File: src/rtl/fp32_invsqrt_prep.sv
// fp32_invsqrt_prep: resolves special fp32 operands and presents normalised significand,
// exponent, seed-LUT address and halved exponent to the inverse-square-root core.
module fp32_invsqrt_prep (
    input  logic        clk,
    input  logic        rst_n,
    input  logic        in_valid,
    output logic        in_ready,
    input  logic [31:0] fp_in,
    output logic        out_valid,
    input  logic        out_ready,
    output logic        out_special,
    output logic [31:0] out_special_val,
    output logic [23:0] out_mant,
    output logic [9:0]  out_exp_b,
    output logic [7:0]  out_lut_addr,
    output logic [7:0]  out_exp_half
);
    localparam logic S_IDLE = 1'b0;
    localparam logic S_NORM = 1'b1;

    logic        r_state;
    logic [23:0] r_sig;
    logic [9:0]  r_exp;
    logic        r_valid;
    logic        r_special;
    logic [31:0] r_sval;
    logic [23:0] r_mant;
    logic [9:0]  r_exp_b;
    logic [7:0]  r_lut;
    logic [7:0]  r_half;

    logic [7:0]  w_e;
    logic [22:0] w_m;
    logic        w_nan;
    logic        w_spec;
    logic [31:0] w_sval;
    logic        w_sub;
    logic        w_acc;
    logic [3:0]  w_top;
    logic [1:0]  w_lz;
    logic        w_done;
    logic        w_load;
    logic        w_ld_spec;
    logic [23:0] w_ld_mant;
    logic [9:0]  w_ld_exp;
    logic [7:0]  w_ld_half;

    assign w_e       = fp_in[30:23];
    assign w_m       = fp_in[22:0];
    assign w_nan     = (w_e == 8'hFF && w_m != 23'd0) || (fp_in[31] && fp_in[30:0] != 31'd0);
    assign w_spec    = fp_in[31] || w_e == 8'hFF || fp_in[30:0] == 31'd0;
    assign w_sval    = w_nan ? 32'h7FC00001 : (w_e == 8'hFF ? 32'h0 : 32'h7F800000);
    assign w_sub     = !w_spec && w_e == 8'd0;
    assign in_ready  = rst_n && r_state != S_NORM && (!r_valid || out_ready);
    assign w_acc     = in_valid && in_ready;

    // Final normalisation step: at most 3 more bits once a one sits in the top nibble
    assign w_top     = r_sig[23:20];
    assign w_lz      = w_top[3] ? 2'd0 : w_top[2] ? 2'd1 : w_top[1] ? 2'd2 : 2'd3;
    assign w_done    = r_state == S_NORM && w_top != 4'd0;
    assign w_load    = w_done || (w_acc && !w_sub);
    assign w_ld_spec = !w_done && w_spec;
    assign w_ld_mant = w_done ? r_sig << w_lz : w_spec ? 24'd0 : {1'b1, w_m};
    assign w_ld_exp  = w_done ? r_exp - {8'd0, w_lz} : w_spec ? 10'd0 : {2'b00, w_e};
    assign w_ld_half = w_ld_spec ? 8'd0 : 8'((10'sd381 - $signed(w_ld_exp)) >>> 1);

    always_ff @(posedge clk) begin
        if (!rst_n) begin
            r_state   <= S_IDLE;
            r_sig     <= 24'd0;
            r_exp     <= 10'd0;
            r_valid   <= 1'b0;
            r_special <= 1'b0;
            r_sval    <= 32'd0;
            r_mant    <= 24'd0;
            r_exp_b   <= 10'd0;
            r_lut     <= 8'd0;
            r_half    <= 8'd0;
        end else begin
            if (w_acc && w_sub) begin
                r_state <= S_NORM;
                r_sig   <= {1'b0, w_m};
                r_exp   <= 10'd1;
            end else if (r_state == S_NORM) begin
                if (w_top == 4'd0) begin
                    r_sig <= r_sig << 4;
                    r_exp <= r_exp - 10'd4;
                end else begin
                    r_state <= S_IDLE;
                end
            end
            if (w_load) begin
                r_valid   <= 1'b1;
                r_special <= w_ld_spec;
                r_sval    <= w_ld_spec ? w_sval : 32'd0;
                r_mant    <= w_ld_mant;
                r_exp_b   <= w_ld_exp;
                r_lut     <= w_ld_spec ? 8'd0 : {w_ld_exp[0], w_ld_mant[22:16]};
                r_half    <= w_ld_half;
            end else if (out_ready) begin
                r_valid <= 1'b0;
            end
        end
    end

    assign out_valid       = r_valid;
    assign out_special     = r_special;
    assign out_special_val = r_sval;
    assign out_mant        = r_mant;
    assign out_exp_b       = r_exp_b;
    assign out_lut_addr    = r_lut;
    assign out_exp_half    = r_half;
endmodule

File: config.mk
export PLATFORM = sky130hd
export DESIGN_NAME = fp32_invsqrt_prep
export DESIGN_NICKNAME = d
export VERILOG_FILES = /design/src/rtl/fp32_invsqrt_prep.sv
export SDC_FILE = /design/constraint.sdc
export NUM_CORES = 1
export LEC_CHECK = 0
export CAP_MARGIN = 15
export CORE_MARGIN = 5
export CORE_UTILIZATION = 53
export DETAILED_ROUTE_END_ITERATION = 10
export GPL_TIMING_DRIVEN = 0
export PLACE_DENSITY = 0.95
export REMOVE_ABC_BUFFERS = 1
export SLEW_MARGIN = 10
export SYNTH_ARGS = -nofsm -noshare
export SYNTH_HDL_FRONTEND = slang
export SYNTH_SLANG_ARGS = --single-unit
File: constraint.sdc
create_clock -name clk -period 5.09 [get_ports clk]
set_clock_uncertainty 0.05 [all_clocks]
set_input_delay 1.018 -clock clk [delete_from_list [all_inputs] [get_ports clk]]
set_output_delay 1.018 -clock clk [all_outputs]
set_load 0.02 [all_outputs]
==> impl_metrics.toml <==
[run_status]
status = "finished, final reports clean"

[logic_synthesis]
synth-simple-area-share_pct = 15.5
ys_ff_latch = 88
ys_async_sr_fraction_pct = 0
synth_mux_area_share_pct = 7.16
yosys.area_share.xor_xnor_pct = 2.75
yosysWarnings = 0
synth-edff-count = 0
synth_compound_area_share_pct = 26.5
yosysUniqueCellTypes = 63
synth_ff_type = "dfxtp_1"
synth_top_family_by_area = "compound AO/OA/AOI/OAI gates"
syn_avg_cell_area_sq_um = 8.67
synthAdderAreaFrac_pct = 1.31
synthCells = 550
ys_seq_area_share_pct = 36.9
synth_area_sq_um = 4770

[die]
fp.dieH_um = 105
die_width_um = 105
die_area_sq_um = 11000
initial_core_util_pct = 54.4
placementRows = 34
io_pins = 121
core_sq_um = 8760

[critical_path]
crit_fanout = 49
r2r_slack_ns = 1.42
crit_end = "r_exp[3]$_SDFFE_PP0P_"
r2r-start = "r_sig[22]$_SDFFE_PN0P_"
start_kind = "input pin"
startpoint = "rst_n"
cp_data_required_time_ns = 5.24
end_kind = "flip-flop"
r2r_cells = 13
path_class = "input pin to flip-flop"
reg2reg_to = "out_exp_half[4]$_SDFFE_PN0P_"
worstPathArrival_ns = 4.39

[clocking]
numCtsBuffers = 9
root_buffer = "clkbuf_8"
cts_tree = "yes"
cts_max_level = 3
cts_hold_buf = 0
cts_buffer_depth = 2
insertion_delay_ns = 0.35
path_clk_slew_ns = 0.09
cts.sinks = 88

[global_routing]
grt_pass1_wl_um = 21200
grt_remaining_overflow = 0
grt_antenna_before_repair = 0
grt_pass1_vias = 4280
track_usage_pct = 22.9
grt_max_degree = 50

[placed_design]
dpl.hpwl_um = 9220
gp_congestion = 0.895
port_buffers = 98
dp_slack_ns = -0.529
placed_area_sq_um = 5580

[cells_and_area]
n_fill_cell = 738
multi_input_area_sq_um = 2640
syn_to_final_growth_pct = 21.0
regArea_sq_um = 1760
n_antenna_cell = 0
drive_gt1_share_pct = 6.79
nets = 655
final_area_sq_um = 5770

[sta]
maxSlewViolCount = 0
finalHoldViolCount = 0
period_needed_ns = 4.24
fmax_mhz = 236
finalSetupViolations = 0
fin_ws_ns = 0.850
relSlewSlack_pct = 31.7
rsz0062_at_grt = "false"
worstMarginPinSlew_ns = 1.03
post-route-period-util_pct = 83.3

[power_and_ir_drop]
p_leak_nw = 2.35
max-vdd-ir-drop_mv = 0.158
powerDensity_nw_per_um2 = 251
finalPower_w = 0.00145

[job]
maxCapViolCount = 0

[routing]
drc = 0
via_per_inst = 6.07
wl_per_cell_um = 17.7
num_vias = 4412
dr.pass1.iters = 5
drt-initial-drc-count = 282
ant_nets = 0
drt_wl_total_um = 12900

[worst_hold_path]
hp-class = "flip-flop to flip-flop"
==> critical path, stage by stage <==
cell and delay, ns:
buf_2 0.48, inv_2 0.55, nor4b_4 0.78, nand2_1 0.15
or3_2 0.87, nand2_1 0.41, a211oi_1 0.11
==> final cells by class <==
class	instances	share of cell area, %
multi-input combinational	406	45.7
timing repair buffer	100	17.4
clock inverter	4	0.932
sequential	88	30.5
tap	108	2.34
inverter	9	0.585
clock buffer	12	2.52
==> cell usage in the layout, fill, tap and decap left out, types with 3 or more instances in the layout <==
cell type and n:
a211o_1 4, a31oi_1 4, a22oi_1 5, clkbuf_8 10, xnor2_1 8, dfxtp_1 88
o21ai_0 24, a21oi_1 57, and2_1 5, mux2i_1 33, o211a_1 11, a211oi_1 7
conb_1 22, nand3_1 19, nor3_1 13, inv_1 8, nor2_1 52, nor2b_1 5
nand4_1 5, xor2_1 7, clkdlybuf4s50_1 97, o22ai_1 19, a32oi_1 3, nand2_1 33
nor4_1 10, o21a_1 6, ha_1 5, a211oi_2 13
==> cells in the mapped netlist (2+ instances only) <==
| cell type | number | area (sq um) |
|---|---|---|
| buf_6 | 4 | 45.0 |
| o211a_1 | 11 | 110 |
| and2_1 | 5 | 31.3 |
| a31oi_1 | 4 | 25.0 |
| o21a_1 | 6 | 45.0 |
| buf_4 | 34 | 255 |
| and4_1 | 2 | 17.5 |
| inv_1 | 8 | 30.0 |
| nand2b_1 | 2 | 12.5 |
| clkbuf_1 | 16 | 60.1 |
| nand4_1 | 5 | 31.3 |
| a211o_1 | 4 | 35.0 |
| nand3_1 | 19 | 95.1 |
| o211ai_1 | 2 | 15.0 |
| nor2b_1 | 5 | 31.3 |
| nor4_1 | 10 | 62.6 |
| buf_2 | 13 | 65.1 |
| mux2i_1 | 33 | 330 |
| nor2_1 | 52 | 195 |
| o22ai_1 | 19 | 119 |
| a211oi_1 | 7 | 52.6 |
| ha_1 | 5 | 62.6 |
| dfxtp_1 | 88 | 1760 |
| xor2_1 | 7 | 61.3 |
| a211oi_2 | 13 | 163 |
| xnor2_1 | 8 | 70.1 |
| nor3_1 | 13 | 65.1 |
| nand2_1 | 33 | 124 |
| a32oi_1 | 3 | 26.3 |
| a22oi_1 | 5 | 37.5 |
| o21ai_0 | 24 | 120 |
| a21oi_1 | 58 | 290 |
| a21o_1 | 2 | 15.0 |
==> timing repair <==
item                                    CTS  global route
buffers inserted                          0             0
gates resized for setup                   1             0
endpoints found under the setup margin   24             0
==> state kept, by name (all words and copies together), names as in the netlist <==
signal           cells
out_mant            24
r_sig               24
out_exp_b           10
r_exp                9
out_exp_half         8
out_lut_addr         8
out_special_val      2
out_special          1
out_valid            1
r_state              1
==> power by group <==
part	switching, W	total (W)	internal (W)
clock network	0.000252	0.000494	0.000242
registers	0.0000130	0.000726	0.000713
logic	0.000132	0.000232	0.0000998
==> metrics by stage <==
| step | TNS [ns] | cells | utilization, % | hold WS, ns |
|---|---|---|---|---|
| after floorplan | 0 | 503 | - | 0.415 |
| after global placement | -43.69 | 709 | 63.2 | 0.392 |
| after detailed placement | -13.30 | 711 | 63.6 | 0.398 |
| after CTS | 0 | 727 | 65.9 | 0.410 |
| after global routing | 0 | 727 | 65.8 | 0.426 |
| final | 0 | 727 | 65.8 | 0.410 |
==> routing by layer <==
layer	global-route usage, %	share of wire, %	vias up	wire [um]
met5	0	0	-	0
met4	7.40	2.3	0	293
met3	4.75	7.9	26	1010
met2	40.5	50	221	6410
met1	27.7	40	2076	5180
li1	-	-	2089	-
==> worst min path at each step <==
stage                                             from                           end  slack, ns  cells after the start
after floorplan                  r_exp[0]$_SDFFE_PN0P_         r_exp[0]$_SDFFE_PN0P_       0.41                      2
after global placement    out_exp_half[4]$_SDFFE_PN0P_  out_exp_half[4]$_SDFFE_PN0P_       0.39                      2
after global routing         out_exp_b[0]$_SDFFE_PN0P_     out_exp_b[0]$_SDFFE_PN0P_       0.43                      2
after detailed placement     out_mant[23]$_SDFFE_PN0P_     out_mant[23]$_SDFFE_PN0P_       0.40                      2
final                     out_exp_half[3]$_SDFFE_PN0P_  out_exp_half[3]$_SDFFE_PN0P_       0.41                      2
after CTS                 out_exp_half[4]$_SDFFE_PN0P_  out_exp_half[4]$_SDFFE_PN0P_       0.41                      2
==> cells by family (layout without fill, tap and decap cells) <==
| family | after synthesis | in the layout |
|---|---|---|
| AOI/OAI and AO/OA | 177 | 177 |
| xor gates and xnor gates | 15 | 15 |
| adders and majority gates | 5 | 5 |
| buffers and inverters | 77 | 125 |
| DFF | 88 | 88 |
| muxes | 34 | 34 |
| other | 1 | 22 |
| and+or+nand+nor | 153 | 153 |
(Power assumes the default switching activity.)
==> patch (same settings) <==
Reset style: asynchronous (`rst_n`), changed in one clocked block.
--- a/src/rtl/fp32_invsqrt_prep.sv
+++ b/src/rtl/fp32_invsqrt_prep.sv
@@ -65,5 +65,5 @@
     assign w_ld_half = w_ld_spec ? 8'd0 : 8'((10'sd381 - $signed(w_ld_exp)) >>> 1);
 
-    always_ff @(posedge clk) begin
+    always_ff @(posedge clk or negedge rst_n) begin
         if (!rst_n) begin
             r_state   <= S_IDLE;
Behaviour: differs if rst_n is asserted again (counterexample within 4 cycles, from zero or initial values and one cycle with rst_n low); with rst_n held inactive, the same outputs for 10 cycles.
==> patch against the unedited design <==
Via count up 0.36%. First-iteration DRC count rose by 44%. Area after synthesis grew 3.9%. Sequential cell count is the same. Power is 20% higher. Fmax up 9.7%. Wire length increased by 1.6%. Cell area up 6.2%. Core utilization is 0.78 points higher. Hold slack improved by 0.023 ns. Synthesized cell count fell by 5.1%. Setup slack better by 0.37 ns. Cell count fell by 1.2%. Critical path type unchanged.
==> patch: results (changes against the unedited design) <==
setup_path:
  cp_max_fo: 15  # -69%
  cpPeakStageDelay_ns: 0.70  # -0.17 ns
  reg2reg_to: "out_exp_half[7]"
  cp_slowest_cell: "nor2_1"
  reg2reg_depth: 12  # -1
  critPathArrivalTime_ns: 4.13  # -0.26 ns
  reg2reg_slack_ns: 1.49  # +0.07 ns
  crit-reg2reg-launch: "r_sig[22]"
  path_delay_family: "simple AND/OR/NAND/NOR gates"
final_layout:
  num-nets-final: 643  # -1.8%
  diodes: 0  # unchanged
  drive_above_1_share: 0.0906  # +0.0228
  fillCellCount: 710  # -3.8%
place:
  place_area_um2: 5930  # +6.3%
  port_buffers: 98  # unchanged
  gp_congestion: 0.889  # -0.75%
  dp_hpwl_mm: 9.53  # +3.4%
  pre_cts_slack_ns: 0.998  # +1.53 ns
min_path:
  hold_path_end: "out_lut_addr[6]"
  min_from: "out_lut_addr[6]"
  hp-class: "reg2reg"
  whs_path_depth: 1  # -1
power_and_ir_drop:
  power.leakage_nw: 2.71  # +16%
  ir_drop_uv: 171  # +8.7%
clocking:
  cts_setup_buffers: 0  # unchanged
  clock_latency_ns: 0.37  # +0.02 ns
  cts_buffers: 9  # unchanged
  cts-root-buf: "clkbuf_8"
  clockBufferDepth: 2  # unchanged
  path_clk_slew_ns: 0.09  # about the same
  htreeDepth: 3  # unchanged
  ctsResizeCount: 0  # -1
sta:
  worstMarginPinSlew_ns: 1.07  # +0.0432 ns
  finalWorstSetupSlack_ns: 1.22  # +0.374 ns
yosys:
  netlist_top_cells_count: "dfrtp_1, nand2_1, nor2_1"
  synth-async-reset-ratio: 1.00  # +1.00
  yosys.cell_types.count: 60  # -4.8%
  synthTopCellsByArea: "dfrtp_1, nand2_1, buf_4, mux2_2, o21ai_0"
  yosysWarnings: 0  # unchanged
  ys_seq_area_frac: 0.445  # +0.0752
status:
  status: "finished clean"
global_routing:
  grt_pass1_wl_mm: 21.5  # +1.9%
  grt_max_degree: 47  # -6.0%
  track_usage: 0.232  # +0.00307
  antenna_found_initial: 0  # unchanged
routing:
  vias: 4428  # +0.36%
  wl_per_cell_um: 18.3  # +2.9%
  drt_first_pass_iters: 6  # +1
  drt-initial-drc-count: 405  # +44%
job:
  cap_violations: 0  # unchanged
patch: cell types whose count changed in the layout (fill, tap and decap cells not counted), moves of 10 or more:
cell,unedited run,this run
nand2_1,33,75
nor2_1,52,39
dfxtp_1,88,0
a21o_1,2,17
mux2i_1,33,9
dfrtp_1,0,88
o22ai_1,19,6
a22o_1,0,14
mux2_2,1,14
a21oi_1,57,17
a211oi_2,13,1
o211a_1,11,0
a222oi_1,1,11
patch: per-layer routing:
layer,wire length [um],up-vias,track usage
li1,-,1994,-
met1,5110,2123,0.292
met2,6510,277,0.391
met3,1170,34,0.0506
met4,324,0,0.0895
met5,0,-,0
patch: report_power, final:
part / switching [mW] / internal [mW] / total, mW / leakage [nW]
clock network: 0.264 / 0.227 / 0.491 / 0.0952
registers: 0.0449 / 0.765 / 0.810 / 1.06
logic: 0.232 / 0.204 / 0.436 / 1.56
patch: worst max-delay path by stage:
stage | start | end | cells after the start
floorplan | out_ready | r_sig[13] | 6
global placement | rst_n | r_sig[5] | 6
detailed placement | fp_in[4] | r_sig[19] | 8
CTS | fp_in[4] | r_sig[7] | 8
global route | fp_in[4] | r_sig[7] | 8
finish | fp_in[4] | r_sig[19] | 8
patch: final cells by class:
cell class / count / share of cell area
clock inverters: 7 / 0.0118
repair buffers: 108 / 0.184
well taps: 111 / 0.0227
flip-flops and latches: 88 / 0.359
inverters: 16 / 0.00980
clock buffers: 9 / 0.0202
multi-input cells: 379 / 0.392
patch: kinds of logic (layout without fill, tap and decap cells):
| logic type | count (synthesis) | after routing | share of synthesized area |
|---|---|---|---|
| simple gates | 167 | 167 | 0.154 |
| compound gates | 148 | 148 | 0.222 |
| flops | 88 | 88 | 0.445 |
| buf+inv | 76 | 140 | 0.0912 |
| mux | 23 | 23 | 0.0500 |
| xor+xnor | 14 | 14 | 0.0248 |
| fa+ha+maj | 5 | 5 | 0.0126 |
| other cells | 1 | 22 | 0.000757 |
patch: per-stage QoR:
stage	instances	hold slack (ns)	utilization
detailed placement	702	0.419	0.645
finish	718	0.433	0.666
CTS	718	0.438	0.666
global route	718	0.455	0.666
global placement	692	0.394	0.626
floorplan	483	0.383	-
